[config.mk]
export PLATFORM = sky130hd
export DESIGN_NAME = noc_flit_route_selector_flat
export DESIGN_NICKNAME = d
export VERILOG_FILES = /design/src/rtl/noc_flit_route_selector_if.sv /design/src/rtl/noc_flit_route_selector.sv /design/src/flat_wrapper.sv
export SDC_FILE = /design/constraint.sdc
export NUM_CORES = 1
export LEC_CHECK = 0
export ABC_AREA = 0
export BUFFER_PORTS_ARGS = -buffer_cell sky130_fd_sc_hd__clkbuf_2
export CAP_MARGIN = 30
export CELL_PAD_IN_SITES_DETAIL_PLACEMENT = 0
export CELL_PAD_IN_SITES_GLOBAL_PLACEMENT = 1
export CORE_MARGIN = 3
export CORE_UTILIZATION = 39
export CTS_CLUSTER_SIZE = 20
export DETAILED_ROUTE_END_ITERATION = 8
export GPL_ROUTABILITY_DRIVEN = 1
export PLACE_DENSITY_LB_ADDON = 0.25
export SYNTH_ARGS = -nofsm -noshare
export SYNTH_HDL_FRONTEND = slang
export SYNTH_SLANG_ARGS = --single-unit
export TNS_END_PERCENT = 10
[constraint.sdc]
create_clock -name i_clk -period 3.07 [get_ports i_clk]
set_input_delay 0.1535 -clock i_clk [delete_from_list [all_inputs] [get_ports i_clk]]
set_output_delay 0.1535 -clock i_clk [all_outputs]
set_load 0.02 [all_outputs]
[src/rtl/noc_flit_route_selector_if.sv]
// Flit channel bundle between router stages: per-VC one-hot valid/ready, shared flit bus,
// and a per-VC availability hint flowing back upstream alongside ready.
interface noc_flit_if #(
  parameter int CHANNELS   = 2,
  parameter int FLIT_WIDTH = 32
);
  logic [CHANNELS-1:0]   valid;
  logic [CHANNELS-1:0]   ready;
  logic [FLIT_WIDTH-1:0] flit;
  logic [CHANNELS-1:0]   vc_available;

  modport initiator (output valid, output flit, input ready, input vc_available);
  modport target    (input valid, input flit, output ready, output vc_available);

  // master/slave are the same views as initiator/target under their generic names
  modport master    (output valid, output flit, input ready, input vc_available);
  modport slave     (input valid, input flit, output ready, output vc_available);
endinterface

[src/rtl/noc_flit_route_selector.sv]
// Packet route latch with a 2-entry flit FIFO driving the downstream demux select.
// Optional macro NOC_ROUTE_SELECTOR_ERROR_CHECK_EN drops packets whose head route is not one-hot.
module noc_flit_route_selector #(
  parameter int CHANNELS   = 2,
  parameter int FLIT_WIDTH = 32,
  parameter int ENTRIES    = 2
) (
  input  logic               i_clk,
  input  logic               i_rst,
  input  logic [ENTRIES-1:0] i_route,
  noc_flit_if.target         flit_in_if,
  noc_flit_if.initiator      flit_out_if,
  output logic [ENTRIES-1:0] o_select
`ifdef NOC_ROUTE_SELECTOR_ERROR_CHECK_EN
  ,
  output logic               o_route_error
`endif
);

  // Head and tail markers occupy the two most significant flit bits.
  localparam int HEAD_BIT = FLIT_WIDTH - 1;
  localparam int TAIL_BIT = FLIT_WIDTH - 2;
  localparam int VC_W     = (CHANNELS > 1) ? $clog2(CHANNELS) : 1;

`ifdef NOC_ROUTE_SELECTOR_ERROR_CHECK_EN
  typedef enum logic [1:0] {IDLE, LOCKED, DROP} state_t;
`else
  typedef enum logic [0:0] {IDLE, LOCKED} state_t;
`endif

  state_t state;
  state_t state_next;

  logic [VC_W-1:0]       lock_vc;
  logic [VC_W-1:0]       lock_vc_next;
  logic [ENTRIES-1:0]    lock_route;
  logic [ENTRIES-1:0]    lock_route_next;

  logic [CHANNELS-1:0]   fifo_ch    [2];
  logic [FLIT_WIDTH-1:0] fifo_flit  [2];
  logic [ENTRIES-1:0]    fifo_route [2];
  logic                  rd_ptr;
  logic                  wr_ptr;
  logic [1:0]            count;

  logic                  fifo_full;
  logic                  fifo_empty;
  logic                  in_head;
  logic                  in_tail;
  logic                  in_accept;
  logic                  in_write;
  logic                  out_read;
  logic [VC_W-1:0]       in_vc;
  logic [ENTRIES-1:0]    write_route;

  assign fifo_full  = (count == 2'd2);
  assign fifo_empty = (count == 2'd0);
  assign in_head    = flit_in_if.flit[HEAD_BIT];
  assign in_tail    = flit_in_if.flit[TAIL_BIT];
  assign in_accept  = |(flit_in_if.valid & flit_in_if.ready);
  assign out_read   = !fifo_empty && |(flit_out_if.valid & flit_out_if.ready);

`ifdef NOC_ROUTE_SELECTOR_ERROR_CHECK_EN
  logic route_bad;
  assign route_bad = in_head && !$onehot(i_route);
  assign in_write  = in_accept && !route_bad && (state != DROP);
`else
  assign in_write  = in_accept;
`endif

  // Body and tail flits inherit the route latched from their packet's head.
  assign write_route = in_head ? i_route : lock_route;

  always_comb begin
    in_vc = '0;
    for (int c = 0; c < CHANNELS; c++) begin
      if (flit_in_if.valid[c]) begin
        in_vc = VC_W'(c);
      end
    end
  end

  always_ff @(posedge i_clk) begin
    if (in_write) begin
      fifo_ch[wr_ptr]    <= flit_in_if.valid;
      fifo_flit[wr_ptr]  <= flit_in_if.flit;
      fifo_route[wr_ptr] <= write_route;
    end
  end

  always_ff @(posedge i_clk) begin
    if (i_rst) begin
      count  <= 2'd0;
      rd_ptr <= 1'b0;
      wr_ptr <= 1'b0;
    end else begin
      if (in_write) begin
        wr_ptr <= ~wr_ptr;
      end
      if (out_read) begin
        rd_ptr <= ~rd_ptr;
      end
      case ({in_write, out_read})
        2'b10:   count <= count + 2'd1;
        2'b01:   count <= count - 2'd1;
        default: count <= count;
      endcase
    end
  end

  always_ff @(posedge i_clk) begin
    if (i_rst) begin
      state      <= IDLE;
      lock_vc    <= '0;
      lock_route <= '0;
    end else begin
      state      <= state_next;
      lock_vc    <= lock_vc_next;
      lock_route <= lock_route_next;
    end
  end

  always_comb begin
    state_next      = state;
    lock_vc_next    = lock_vc;
    lock_route_next = lock_route;
    case (state)
      IDLE: begin
        if (in_accept && in_head && !in_tail) begin
          lock_vc_next    = in_vc;
          lock_route_next = i_route;
`ifdef NOC_ROUTE_SELECTOR_ERROR_CHECK_EN
          state_next      = route_bad ? DROP : LOCKED;
`else
          state_next      = LOCKED;
`endif
        end
      end
      LOCKED: begin
        if (in_accept && in_tail) begin
          state_next = IDLE;
        end
      end
`ifdef NOC_ROUTE_SELECTOR_ERROR_CHECK_EN
      DROP: begin
        if (in_accept && in_tail) begin
          state_next = IDLE;
        end
      end
`endif
      default: state_next = IDLE;
    endcase
  end

  // Ready looks only at registered count and lock so no input-to-output path exists.
  always_comb begin
    flit_in_if.ready = '0;
    if (!fifo_full) begin
      if (state == IDLE) begin
        flit_in_if.ready = '1;
      end else begin
        flit_in_if.ready[lock_vc] = 1'b1;
      end
    end
  end

  assign flit_out_if.valid       = fifo_empty ? '0 : fifo_ch[rd_ptr];
  assign flit_out_if.flit        = fifo_empty ? '0 : fifo_flit[rd_ptr];
  assign o_select                = fifo_empty ? '0 : fifo_route[rd_ptr];
  assign flit_in_if.vc_available = flit_out_if.vc_available;

`ifdef NOC_ROUTE_SELECTOR_ERROR_CHECK_EN
  always_ff @(posedge i_clk) begin
    if (i_rst) begin
      o_route_error <= 1'b0;
    end else begin
      o_route_error <= in_accept && route_bad && (state == IDLE);
    end
  end
`endif

  a_valid_onehot: assert property (@(posedge i_clk) disable iff (i_rst)
    $onehot0(flit_in_if.valid));

  a_body_needs_lock: assert property (@(posedge i_clk) disable iff (i_rst)
    (in_accept && !in_head) |-> (state != IDLE));

  a_head_needs_idle: assert property (@(posedge i_clk) disable iff (i_rst)
    (in_accept && in_head) |-> (state == IDLE));

endmodule

[src/flat_wrapper.sv]
// flat-port wrapper written by rule: the top's interface ports become plain ports
module noc_flit_route_selector_flat 
#(
  parameter int CHANNELS   = 2,
  parameter int FLIT_WIDTH = 32,
  parameter int ENTRIES    = 2
)
  (i_clk, i_rst, i_route, o_select, flit_in_if_valid, flit_in_if_flit, flit_in_if_ready, flit_in_if_vc_available, flit_out_if_valid, flit_out_if_flit, flit_out_if_ready, flit_out_if_vc_available);
  noc_flit_if #(.CHANNELS(CHANNELS), .FLIT_WIDTH(FLIT_WIDTH)) flit_in_if_i ();
  noc_flit_if #(.CHANNELS(CHANNELS), .FLIT_WIDTH(FLIT_WIDTH)) flit_out_if_i ();
  input  logic i_clk;
  input  logic i_rst;
  input  logic [ENTRIES-1:0] i_route;
  output logic [ENTRIES-1:0] o_select;
  input wire logic [$bits(flit_in_if_i.valid)-1:0] flit_in_if_valid;
  input wire logic [$bits(flit_in_if_i.flit)-1:0] flit_in_if_flit;
  output wire logic [$bits(flit_in_if_i.ready)-1:0] flit_in_if_ready;
  output wire logic [$bits(flit_in_if_i.vc_available)-1:0] flit_in_if_vc_available;
  output wire logic [$bits(flit_out_if_i.valid)-1:0] flit_out_if_valid;
  output wire logic [$bits(flit_out_if_i.flit)-1:0] flit_out_if_flit;
  input wire logic [$bits(flit_out_if_i.ready)-1:0] flit_out_if_ready;
  input wire logic [$bits(flit_out_if_i.vc_available)-1:0] flit_out_if_vc_available;
  assign flit_in_if_i.valid = flit_in_if_valid;
  assign flit_in_if_i.flit = flit_in_if_flit;
  assign flit_in_if_ready = flit_in_if_i.ready;
  assign flit_in_if_vc_available = flit_in_if_i.vc_available;
  assign flit_out_if_valid = flit_out_if_i.valid;
  assign flit_out_if_flit = flit_out_if_i.flit;
  assign flit_out_if_i.ready = flit_out_if_ready;
  assign flit_out_if_i.vc_available = flit_out_if_vc_available;
  noc_flit_route_selector #(.CHANNELS(CHANNELS), .FLIT_WIDTH(FLIT_WIDTH), .ENTRIES(ENTRIES)) u_core (.i_clk(i_clk), .i_rst(i_rst), .i_route(i_route), .flit_in_if(flit_in_if_i), .flit_out_if(flit_out_if_i), .o_select(o_select));
endmodule
; After elaboration in Yosys (flattened, before gate mapping)
; Memory sizes are Yosys's and may differ from the RTL's. A register that Yosys moved wholly into a read port is not among the register bits.
; Cells that the tools add are included.
[classes]
add_sub_neg = 2
n_lt_le_gt_ge = 2
n_eq_ne = 3
muxes = 21
n_bitwise = 5
n_reduce_logical = 12
[ops]
columns = cell, n
row1 = $mux W32, 1
row2 = $mux W1, 12
row3 = $mux W2, 5
row4 = $logic_and A1 B1 Y1, 5
row5 = $and A2 B2 Y2, 2
row6 = $eq A2 B2 Y1 const B, 2
row7 = $pmux W2 S2, 1
row8 = $reduce_or A2 Y1, 2
row9 = $not A1 Y1, 3
row10 = $add A2 B1 Y2 const B, 1
row11 = $eq A2 B1 Y1 const B, 1
row12 = $logic_not A1 Y1, 2
row13 = $logic_not A2 Y1, 1
row14 = $lt A1 B2 Y1 const B, 1
row15 = $pmux W1 S2, 1
row16 = $reduce_and A2 Y1, 1
row17 = $reduce_bool A2 Y1, 1
row18 = $sub A2 B1 Y2 const B, 1
row19 = $demux W1 S1, 1
row20 = $ge A1 B1 Y1 const B, 1
[word_totals]
reg_bits = 8
ram_bits = 72
inputBits = 42
output_inout_bits = 40
memories = 3
[memory_table]
columns = memory, words, word_bits, read_ports, rd_clocked_by_memory_dff, wr, line_no
row1 = u_core.fifo_flit, 2, 32, 1, 1, 1, noc_flit_route_selector.sv:40  ; logic [FLIT_WIDTH-1:0] fifo_flit [2];
row2 = u_core.fifo_ch, 2, 2, 1, 1, 1, noc_flit_route_selector.sv:39  ; logic [CHANNELS-1:0] fifo_ch [2];
row3 = u_core.fifo_route, 2, 2, 1, 1, 1, noc_flit_route_selector.sv:41  ; logic [ENTRIES-1:0] fifo_route [2];

; Logic depth before layout (Yosys ltp)
; Gate-level depths: netlist of the first run.
[logic_depth]
depth_word = 12
depth_mapped = 8
depth_no_buf = 7

; Least setup slack after synthesis of the first run
; Ideal clock, no wire load.
[synth_timing]
kind = flip-flop to flip-flop
start = register u_core.lock_vc
end = memory u_core.fifo_ch[0][0] (enable)
arrival_ns = 2.445
required_time_ns = 2.637
slack_ns = 0.191
path_stages_with_launch = 4
path_buffers = 0
cell_sequence = dfxtp_1 -> mux2i_1 -> a211oi_4 -> nor2b_1
[synth_via]
elab_chain_cells = 10
elab_cells_between_ends = 11
cone_classes = 2 x order compare / 6 x mux / 1 x bitwise / 2 x reduce/logical
[synth_lines]
columns = element, line_no
row1 = from (decl), noc_flit_route_selector.sv:34  ; logic [VC_W-1:0] lock_vc;
row2 = from (signal assigned), noc_flit_route_selector.sv:118  ; lock_vc <= lock_vc_next;
row3 = $lt A1 B2 Y1 (implied by the code) or $ge A1 B1 Y1 (tied branches), noc_flit_route_selector.sv:162  ; flit_in_if.ready[lock_vc] = 1'b1;
row4 = $logic_and A1 B1 Y1 (implied by the code), noc_flit_route_selector.sv:162
row5 = $mux W1 (implied by the code), noc_flit_route_selector.sv:162
row6 = $demux W1 S1 *, n/a
row7 = $mux W2 *, noc_flit_route_selector.sv:159  ; if (state == IDLE) begin
row8 = $mux W2 *, noc_flit_route_selector.sv:158  ; if (!fifo_full) begin
row9 = $and A2 B2 Y2 *, noc_flit_route_selector.sv:60  ; assign in_accept = |(flit_in_if.valid & flit_in_if.ready);
row10 = $reduce_or A2 Y1 *, noc_flit_route_selector.sv:60
row11 = $mux W1 *, noc_flit_route_selector.sv:84  ; if (in_write) begin
row12 = $mux W1 (implied by the code) *, noc_flit_route_selector.sv:85  ; fifo_ch[wr_ptr] <= flit_in_if.valid;
row13 = to (decl), noc_flit_route_selector.sv:39
; Mark *: on every way between the ends. The rest lies on a longest branch, timed or not.

; Worst setup path in the final report of the first run
[layout_timing]
start = register u_core.count[0]
end = memory u_core.fifo_flit[1][20] (enable)
[layout_via]
elab_chain_cells = 6
[layout_lines]
columns = element, line_no
row1 = from (decl), noc_flit_route_selector.sv:44  ; logic [1:0] count;
row2 = from (signal assigned), noc_flit_route_selector.sv:104  ; 2'b10: count <= count + 2'd1;
row3 = from (signal assigned), noc_flit_route_selector.sv:105  ; 2'b01: count <= count - 2'd1;
row4 = from (signal assigned), noc_flit_route_selector.sv:106  ; default: count <= count;
row5 = $eq A2 B2 Y1, noc_flit_route_selector.sv:56  ; assign fifo_full = (count == 2'd2);
row6 = $mux W2, noc_flit_route_selector.sv:158
row7 = $and A2 B2 Y2, noc_flit_route_selector.sv:60
row8 = $reduce_or A2 Y1, noc_flit_route_selector.sv:60
row9 = $mux W1, noc_flit_route_selector.sv:84
row10 = $mux W1 (implied by the code), noc_flit_route_selector.sv:86  ; fifo_flit[wr_ptr] <= flit_in_if.flit;
row11 = to (decl), noc_flit_route_selector.sv:40
; No other way between the ends.

==> results.py, run 1 <==
metrics = {
    "run_status": {
        "status": "completed",
    },
    "floorplanning": {
        "core-area_mm2": 0.007928,
        "die_area_mm2": 0.009480,
        "initial_utilization_pct": 41.07,
        "ios": 82,
        "die_x_um": 97.37,
        "die_h_um": 97.37,
        "num_rows": 32,
    },
    "global_route": {
        "grt_pass1_vias": 1907,
        "grt_pass1_wl_um": 9239,
        "grt_use_total_pct": 12.43,
        "grt_max_degree": 37,
        "grt_antenna_before_repair": 0,
        "grt_overflow": 0,
    },
    "layout": {
        "final_core_utilization_pct": 52.51,
        "nets": 351,
        "register_area_mm2": 0.002344,
        "fill_cells": 699,
        "antenna_cells": 0,
        "multiInputGateArea_um2": 847.1,
        "layoutNonFillerInstCount": 414,
        "drive_gt1_share_pct": 33.65,
        "syn_to_final_growth_pct": 27.86,
    },
    "worst_setup_path": {
        "r2r_cells": 4,
        "crit_fanout": 21,
        "worstPathArrival_ns": 2.13,
        "r2r-end": "u_core.fifo_flit[1][20]",
        "r2r_slack_ns": 0.97,
        "crit_path_start_kind": "flop",
        "end_kind": "flop",
        "critical_path_class": "flop to flop",
        "crit_required_ns": 3.10,
        "reg2reg_from": "u_core.count[0]",
    },
    "synth": {
        "netlist_instances": 209,
        "ys_async_sr_fraction_pct": 0,
        "yosysTopAreaCell": "edfxtp_1",
        "synth_top_area_share_pct": 66.41,
        "synth_edf_count": 72,
        "ys_seq_area_share_pct": 71.94,
        "syn_nets": 252,
        "synth_area_leaders": "edfxtp_1, mux2i_1, dfxtp_1, nor2_1, buf_2",
        "synth_most_common_cell": "edfxtp_1",
        "ys_warn_count": 0,
        "avgSynthCellArea_um2": 15.58,
        "synth_seq_cells": 81,
        "synth_ff_type": "edfxtp_1",
        "syn-cell-area_mm2": 0.003256,
        "synth_cell_types": 28,
        "synthTopCellsByCount": "edfxtp_1, nor2_1, mux2i_1",
    },
    "sta": {
        "hold_viol": 0,
        "max_freq_mhz": 475.5,
        "period_minus_slack_ns": 2.103,
        "whs_ns": 0.01087,
        "tightest_slew_ns": 0.8963,
        "slew_violations": 0,
        "maxSlewHeadroom_pct": 40.10,
        "skew_ns": 0.004192,
        "finalWorstSetupSlack_ns": 0.9668,
        "fin_crit_sh_pct": 68.51,
        "final.setup.tns_ns": 0,
        "setup_viol": 0,
        "rsz0062_at_grt": "no",
    },
    "placement": {
        "dp.cells": 380,
        "gp_congestion": 0.7248,
        "port_buffers": 77,
        "post-place-ws_ns": 0.9317,
        "hpwl_um": 3761,
    },
    "worst_hold_path": {
        "hp-start": "flit_in_if_flit[16]",
        "min_path_type": "primary input to flop",
        "hold-path-endpoint": "u_core.fifo_flit[0][16]",
        "hold_depth": 1,
    },
    "power_and_ir_drop": {
        "power.density_mw_per_mm2": 981.8,
        "p_leak_uw": 0.001605,
        "peakVddDrop_v": 0.0003929,
    },
    "routing": {
        "drtIter0Drc": 74,
        "vias": 1952,
        "dr.pass1.iters": 4,
        "drc": 0,
        "wl_per_cell_um": 13.81,
        "avgViaCountPerCell": 4.715,
        "postRouteAntennaNets": 0,
        "wl_um": 5718,
    },
    "clocking": {
        "clock_latency_ns": 0.34,
        "cts_inserted_buffers": 9,
        "cts_buffer_depth": 2,
        "root_buffer": "clkbuf_8",
        "cts_tree": "yes",
        "cts.clk_slew.worst_paths_ns": 0.07,
        "ctsHtreeMaxLevel": 3,
        "cts.sinks": 81,
        "cts_resized": 0,
    },
    "job": {
        "max-cap-violations": 0,
    },
}
-- power by group --
| group | internal (µW) | switching (µW) | total (µW) |
|---|---|---|---|
| combinational | 539 | 1010 | 1550 |
| clock | 533 | 353 | 885 |
| sequential | 1540 | 107 | 1650 |
-- through the flow --
step,total power [µW],cell area [µm²]
4_1_cts,4152,4133
3_3_place_gp,3232,3741
5_1_grt,4326,4163
2_1_floorplan,2764,3256
3_5_place_dp,3250,3741
6_report,4087,4163
-- layout by cell type, fill, tap and decap left out --
cell | synthesis | final
a211oi_1 | 1 | 1
a211oi_4 | 1 | 1
a21oi_1 | 3 | 3
and2_2 | 0 | 1
buf_4 | 2 | 3
bufinv_16 | 0 | 3
clkbuf_2 | 0 | 77
clkbuf_8 | 0 | 9
clkinv_1 | 0 | 1
clkinv_2 | 0 | 1
clkinv_4 | 0 | 1
dfxtp_1 | 9 | 8
dfxtp_2 | 0 | 1
dlygate4sd3_1 | 0 | 19
edfxtp_1 | 72 | 72
ha_1 | 1 | 1
inv_1 | 4 | 4
mux2_1 | 2 | 2
mux2_2 | 3 | 3
mux2i_1 | 40 | 40
nand2b_1 | 5 | 5
nor2_1 | 41 | 41
nor2_4 | 0 | 1
nor2b_1 | 3 | 2
nor2b_4 | 1 | 2
nor4b_4 | 1 | 1
o21ai_0 | 3 | 3
o22ai_2 | 1 | 1
o31a_1 | 1 | 1
or2b_1 | 1 | 1
or3_1 | 1 | 1
xnor2_1 | 1 | 1
xor2_1 | 1 | 1
-- repair_timing --
action	CTS	global route
setup endpoints to repair	0	0
hold buffers	16	3
endpoints found under the hold margin	32	5
setup buffers	0	0
-- per-layer routing --
| layer | vias up | GRT usage (%) | routed length, µm | share of wire [%] |
|---|---|---|---|---|
| met3 | 11 | 3.446 | 358 | 6.3 |
| met5 | - | 0 | 0 | 0 |
| met1 | 926 | 15.18 | 2491 | 44 |
| met2 | 59 | 20.45 | 2764 | 48 |
| li1 | 956 | - | - | - |
| met4 | 0 | 5.751 | 104 | 1.8 |
-- worst max path at each step --
| stage | cells after the start | to | startpoint | slack (ns) |
|---|---|---|---|---|
| global route | 4 | u_core.fifo_ch[1][0] | u_core.count[0] | 0.81 |
| detailed placement | 4 | u_core.fifo_flit[1][19] | u_core.count[0] | 0.93 |
| floorplan | 3 | u_core.fifo_ch[0][0] | u_core.lock_vc | 0.19 |
| finish | 4 | u_core.fifo_flit[1][20] | u_core.count[0] | 0.97 |
| CTS | 4 | u_core.fifo_flit[1][16] | u_core.count[0] | 0.91 |
| global placement | 4 | u_core.fifo_flit[1][19] | u_core.count[0] | 0.98 |
-- layout make-up --
| type | count | share of cell area, % |
|---|---|---|
| clock buffer | 9 | 2.976 |
| clock inverter | 6 | 2.585 |
| inverter | 4 | 0.3607 |
| multi-input combinational | 113 | 20.35 |
| sequential | 81 | 56.30 |
| tap | 102 | 3.066 |
| timing repair buffer | 99 | 14.37 |
-- sequential cells by signal (all words and copies together), names as in the netlist, named ones only --
signal	count
u_core.state	1
u_core.lock_route	2
u_core.count	2
u_core.fifo_flit	64
u_core.wr_ptr	1
u_core.fifo_route	4
u_core.fifo_ch	4
u_core.lock_vc	1
u_core.rd_ptr	1
-- kinds of logic (layout without fill, tap and decap cells) --
| family | Yosys count | after routing | share of synthesized area (%) |
|---|---|---|---|
| buf+inv | 15 | 118 | 2.459 |
| fa+ha+maj | 1 | 1 | 0.3843 |
| compound gates | 10 | 10 | 2.421 |
| xor+xnor | 2 | 2 | 0.5381 |
| flops | 81 | 81 | 71.94 |
| simple gates | 55 | 55 | 8.225 |
| mux | 45 | 45 | 14.03 |
-- critical path, stage by stage (launching register included) --
cell	delay [ns]
dfxtp_1	0.52
nor2b_4	0.11
a211oi_4	0.26
and2_2	0.54
buf_4	0.35
Power figures use the tool's default switching activity.
==> run 2, diff against run 1 <==
==> constraint.sdc (replaced) <==
create_clock -name i_clk -period 1.9 [get_ports i_clk]
set_input_delay 0.095 -clock i_clk [delete_from_list [all_inputs] [get_ports i_clk]]
set_output_delay 0.095 -clock i_clk [all_outputs]
set_load 0.02 [all_outputs]
==> results.py, run 2 (synthesis results as in run 1) <==
metrics = {
    "run_status": {
        "status": "completed",
    },
    "power_and_ir_drop": {
        "switchingPower_uw": 2429,
        "power.density_mw_per_mm2": 1532,
        "power.total_uw": 6674,
        "swShare_pct": 36.40,
        "peakVddDrop_v": 0.0006039,
        "p_leak_uw": 0.001695,
        "clkPwrFrac_pct": 19.4,
        "pwr-share-comb_pct": 41.2,
        "p_seq_share_pct": 39.5,
        "p_int_uw": 4245,
    },
    "sta": {
        "maxSlewHeadroom_pct": 73.04,
        "fin_crit_sh_pct": 92.38,
        "period_minus_slack_ns": 1.755,
        "skew_ns": 0.003091,
        "final.setup.tns_ns": 0,
        "slew_violations": 0,
        "tightest_slew_ns": 0.4029,
        "setup_viol": 0,
        "rsz0062_at_grt": "no",
        "hold_viol": 0,
        "max_freq_mhz": 569.7,
    },
    "layout": {
        "syn_to_final_growth_pct": 33.78,
        "layoutNonFillerInstCount": 435,
        "antenna_cells": 0,
        "drive_gt1_share_pct": 33.63,
        "final_core_utilization_pct": 54.94,
        "layout_common_cells": "clkbuf_2, edfxtp_1, nor2_1, mux2i_1, dlygate4sd3_1",
        "nets": 372,
        "final_common_cell": "clkbuf_2",
        "largest_reg_flops": 64,
        "regMostFlops": "u_core.fifo_flit",
        "reg_top3": "u_core.fifo_flit: 64 flops, u_core.fifo_ch: 4 flops, u_core.fifo_route: 4 flops",
    },
    "floorplanning": {
        "num_rows": 32,
        "die_x_um": 97.37,
        "core-area_mm2": 0.007928,
        "ios": 82,
        "die_h_um": 97.37,
        "die_area_mm2": 0.009480,
        "initial_utilization_pct": 41.07,
    },
    "clocking": {
        "cts_buffer_depth": 2,
        "cts_inserted_buffers": 9,
        "cts_tree": "yes",
        "cts.clk_slew.worst_paths_ns": 0.08,
        "cts.sinks": 81,
        "root_buffer": "clkbuf_8",
        "cts_resized": 0,
        "clock_latency_ns": 0.33,
        "ctsHtreeMaxLevel": 3,
    },
    "worst_hold_path": {
        "hold_depth": 3,
        "min_path_type": "primary input to flop",
    },
    "job": {
        "max-cap-violations": 0,
    },
    "routing": {
        "dr.pass1.iters": 4,
        "drc": 0,
        "vias": 2009,
        "drtIter0Drc": 46,
        "avgViaCountPerCell": 4.618,
        "postRouteAntennaNets": 0,
        "wl_um": 5995,
        "wl_per_cell_um": 13.78,
    },
    "placement": {
        "dp.cells": 386,
        "port_buffers": 77,
        "gp_congestion": 0.7031,
        "hpwl_um": 3904,
    },
    "global_route": {
        "grt_antenna_before_repair": 0,
        "grt_overflow": 0,
        "grt_pass1_wl_um": 9763,
        "grt_pass1_vias": 1969,
        "grt_use_total_pct": 13.25,
        "grt_max_degree": 37,
    },
    "worst_setup_path": {
        "end_kind": "primary output",
        "r2r_cells": 5,
        "crit_path_start_kind": "flop",
        "crit_required_ns": 1.80,
        "critical_path_class": "flop to primary output",
        "worstPathArrival_ns": 1.66,
        "crit_fanout": 13,
    },
}
-- run 2: timing repair --
item / in CTS / in global routing
hold buffers: 33 / 0
buffers inserted: 0 / 1
endpoints found under the hold margin: 66 / 0
setup endpoints to repair: 0 / 1
-- run 2: worst max-delay path, cell delays in order, from the launching register on --
cell      delay [ns]
dfxtp_1         0.36
buf_4           0.17
nor2_4          0.31
buf_4           0.25
nor2_1          0.07
clkbuf_2        0.15
-- run 2: layout make-up --
type	instances	area (µm²)
tap	102	127.6
clock buffer	9	123.9
inverter	4	15.01
multi-input combinational	113	847.1
timing repair buffer	120	815.8
fill	671	3572
sequential	81	2344
clock inverter	6	82.58
-- run 2: per-layer routing --
metal | share of wire, % | wire length (µm) | GRT usage (%)
met5 | 0 | 0 | 0
met2 | 51 | 3029 | 21.72
met4 | 0.77 | 46 | 4.153
met1 | 43 | 2548 | 16.55
met3 | 6.2 | 370 | 4.523
-- run 2: worst paths after layout --
path                          endpoint  slack [ns]                  from
setup / recovery  flit_out_if_flit[17]        0.14       u_core.count[0]
hold / removal    u_core.lock_route[1]        0.02            i_route[1]
setup reg to reg       u_core.count[1]        0.20       u_core.count[1]
hold reg to reg   u_core.lock_route[1]        0.47  u_core.lock_route[1]
-- run 2: metrics by stage --
step           cell area (µm²)  worst slack, ns  hold slack [ns]
3_3_place_gp              3811           0.1558           0.1904
6_report                  4355           0.1447          0.01503
2_1_floorplan             3263          -0.2053           0.1884
3_5_place_dp              3811          0.09884           0.1904
5_1_grt                   4355         0.002386          0.02167
4_1_cts                   4348          0.06877         0.001655
-- run 2: power by group through the flow --
stage,logic [µW],clock network (µW),registers (µW)
2_1_floorplan,1840,0,2630
3_3_place_gp,2730,0,2650
3_5_place_dp,2740,0,2670
4_1_cts,2800,1340,2630
5_1_grt,3000,1430,2680
6_report,2750,1290,2630
==> run 3, diff against run 2 <==
--- a/config.mk
+++ b/config.mk
@@ -11,7 +11,7 @@
 export CELL_PAD_IN_SITES_DETAIL_PLACEMENT = 0
 export CELL_PAD_IN_SITES_GLOBAL_PLACEMENT = 1
 export CORE_MARGIN = 3
-export CORE_UTILIZATION = 39
+export CORE_UTILIZATION = 43
 export CTS_CLUSTER_SIZE = 20
 export DETAILED_ROUTE_END_ITERATION = 8
 export GPL_ROUTABILITY_DRIVEN = 1
==> constraint.sdc (replaced) <==
create_clock -name i_clk -period 1.7 [get_ports i_clk]
set_input_delay 0.085 -clock i_clk [delete_from_list [all_inputs] [get_ports i_clk]]
set_output_delay 0.085 -clock i_clk [all_outputs]
set_load 0.02 [all_outputs]
==> results.py, run 3 (synthesis results as in run 1) <==
metrics = {
    "routing": {
        "wl_um": 6058,
        "postRouteAntennaNets": 0,
        "drtIter0Drc": 76,
        "avgViaCountPerCell": 4.677,
        "wl_per_cell_um": 13.77,
        "drc": 0,
        "vias": 2058,
        "dr.pass1.iters": 4,
    },
    "worst_hold_path": {
        "min_path_type": "primary input to flop",
        "hold_depth": 3,
        "hold-path-endpoint": "u_core.lock_vc",
        "hp-start": "flit_in_if_valid[1]",
    },
    "worst_setup_path": {
        "r2r_cells": 5,
        "crit_path_start_kind": "flop",
        "end_kind": "flop",
        "crit_required_ns": 1.97,
        "r2r-end": "u_core.count[1]",
        "critical_path_class": "flop to flop",
        "crit_fanout": 4,
        "r2r_slack_ns": 0.05,
        "worstPathArrival_ns": 1.92,
    },
    "layout": {
        "layout_common_cells": "clkbuf_2, edfxtp_1, nor2_1, mux2i_1, dlygate4sd3_1",
        "nets": 379,
        "layoutNonFillerInstCount": 440,
        "drive_gt1_share_pct": 35.48,
        "reg_top3": "u_core.fifo_flit: 64 flops, u_core.fifo_ch: 4 flops, u_core.fifo_route: 4 flops",
        "register_area_mm2": 0.002347,
        "multiInputGateArea_um2": 895.9,
        "antenna_cells": 0,
        "final_common_cell": "clkbuf_2",
        "fill_cells": 596,
        "largest_reg_flops": 64,
        "regMostFlops": "u_core.fifo_flit",
        "syn_to_final_growth_pct": 38.55,
    },
    "floorplanning": {
        "initial_utilization_pct": 44.65,
        "core-area_mm2": 0.007292,
        "die_x_um": 93.01,
        "ios": 82,
        "num_rows": 31,
        "die_h_um": 93.01,
        "die_area_mm2": 0.008651,
    },
    "clocking": {
        "root_buffer": "clkbuf_8",
        "clock_latency_ns": 0.34,
        "cts_tree": "yes",
        "cts.sinks": 81,
        "ctsHtreeMaxLevel": 3,
        "cts.clk_slew.worst_paths_ns": 0.08,
        "cts_inserted_buffers": 9,
        "cts_buffer_depth": 2,
    },
    "sta": {
        "setup_viol": 0,
        "maxSlewHeadroom_pct": 73.05,
        "rsz0062_at_grt": "yes",
        "period_minus_slack_ns": 1.646,
        "tightest_slew_ns": 0.4028,
        "fin_crit_sh_pct": 96.84,
        "skew_ns": 0.006428,
        "final.setup.tns_ns": 0,
        "hold_viol": 0,
        "slew_violations": 0,
        "max_freq_mhz": 607.4,
    },
    "run_status": {
        "status": "completed",
    },
    "placement": {
        "gp_congestion": 0.7074,
        "dp.cells": 384,
        "port_buffers": 77,
        "hpwl_um": 3800,
    },
    "global_route": {
        "grt_use_total_pct": 14.76,
        "grt_pass1_wl_um": 9708,
        "grt_antenna_before_repair": 0,
        "grt_pass1_vias": 2079,
        "grt_max_degree": 31,
        "grt_overflow": 0,
    },
    "power_and_ir_drop": {
        "power.density_mw_per_mm2": 1733,
        "p_leak_uw": 0.001747,
        "peakVddDrop_v": 0.0007566,
    },
    "job": {
        "max-cap-violations": 0,
    },
}
## run 3: changes by cell type in the layout (fill, tap and decap cells not counted), sizes merged
cell,delta
buf,+3
nor2,+1
dlygate4sd3,+3
inv,-1
clkinv,+2
## run 3: area by class of cell
class	instances	area share, %
clock inverters	7	2.108
well taps	99	2.746
multi-input cells	114	19.86
repair buffers	126	20.17
inverters	4	0.3329
flip-flops and latches	81	52.04
clock buffers	9	2.746
## run 3: stage by stage
step                power (µW)  area [µm²]  setup slack [ns]  util [%]  hold WS (ns)
floorplan                 4998        3267          -0.08332         -        0.1784
global placement          5980        3827           0.06435     52.49        0.1702
detailed placement        6031        3827          -0.06050     52.49        0.1702
CTS                       7780        4462          0.003388     61.19      0.005746
global route              8282        4511          -0.01091     61.86       0.03566
finish                    7816        4511           0.05376     61.86       0.02440
## run 3: how the worst max path moves through the flow
| stage | from | to | slack, ns | depth (start not counted) |
|---|---|---|---|---|
| final | flop | u_core.count[1] | 0.05 | 5 |
| after global placement | flop | u_core.count[1] | 0.06 | 5 |
| after floorplan | u_core.lock_vc | u_core.fifo_ch[0][0] | -0.08 | 3 |
| after detailed placement | flop | u_core.count[1] | -0.06 | 5 |
| after CTS | flop | u_core.count[1] | 0.003 | 5 |
| after global routing | flop | u_core.count[1] | -0.01 | 6 |
## run 3: per-layer routing
layer	global-route usage [%]	vias to the layer above	part of all wire [%]
met4	6.349	0	1.4
met1	18.02	985	42
met3	3.459	8	4.5
met5	0	-	0
li1	-	1014	-
met2	25.07	51	52
## run 3: what timing repair did
item                                    4_1_cts  5_1_grt
pin swaps                                     3        1
resized for setup                             7        2
endpoints found under the hold margin        70        0
setup buffers                                 1        2
hold buffers                                 36        0
endpoints found under the setup margin       37       19
cloned                                        1        0
## run 3: worst max-delay path, stage by stage (launching register included)
cell     delay, ns
dfxtp_4       0.38
mux2i_4       0.19
o22ai_2       0.28
ha_4          0.26
or3_1         0.34
a21oi_1       0.14
## run 3: report_power, final
part | switching (µW) | internal, µW | leakage (µW)
Sequential | 181 | 2780 | 0.000760
Combinational | 1980 | 1380 | 0.000877
Clock | 667 | 826 | 0.000111
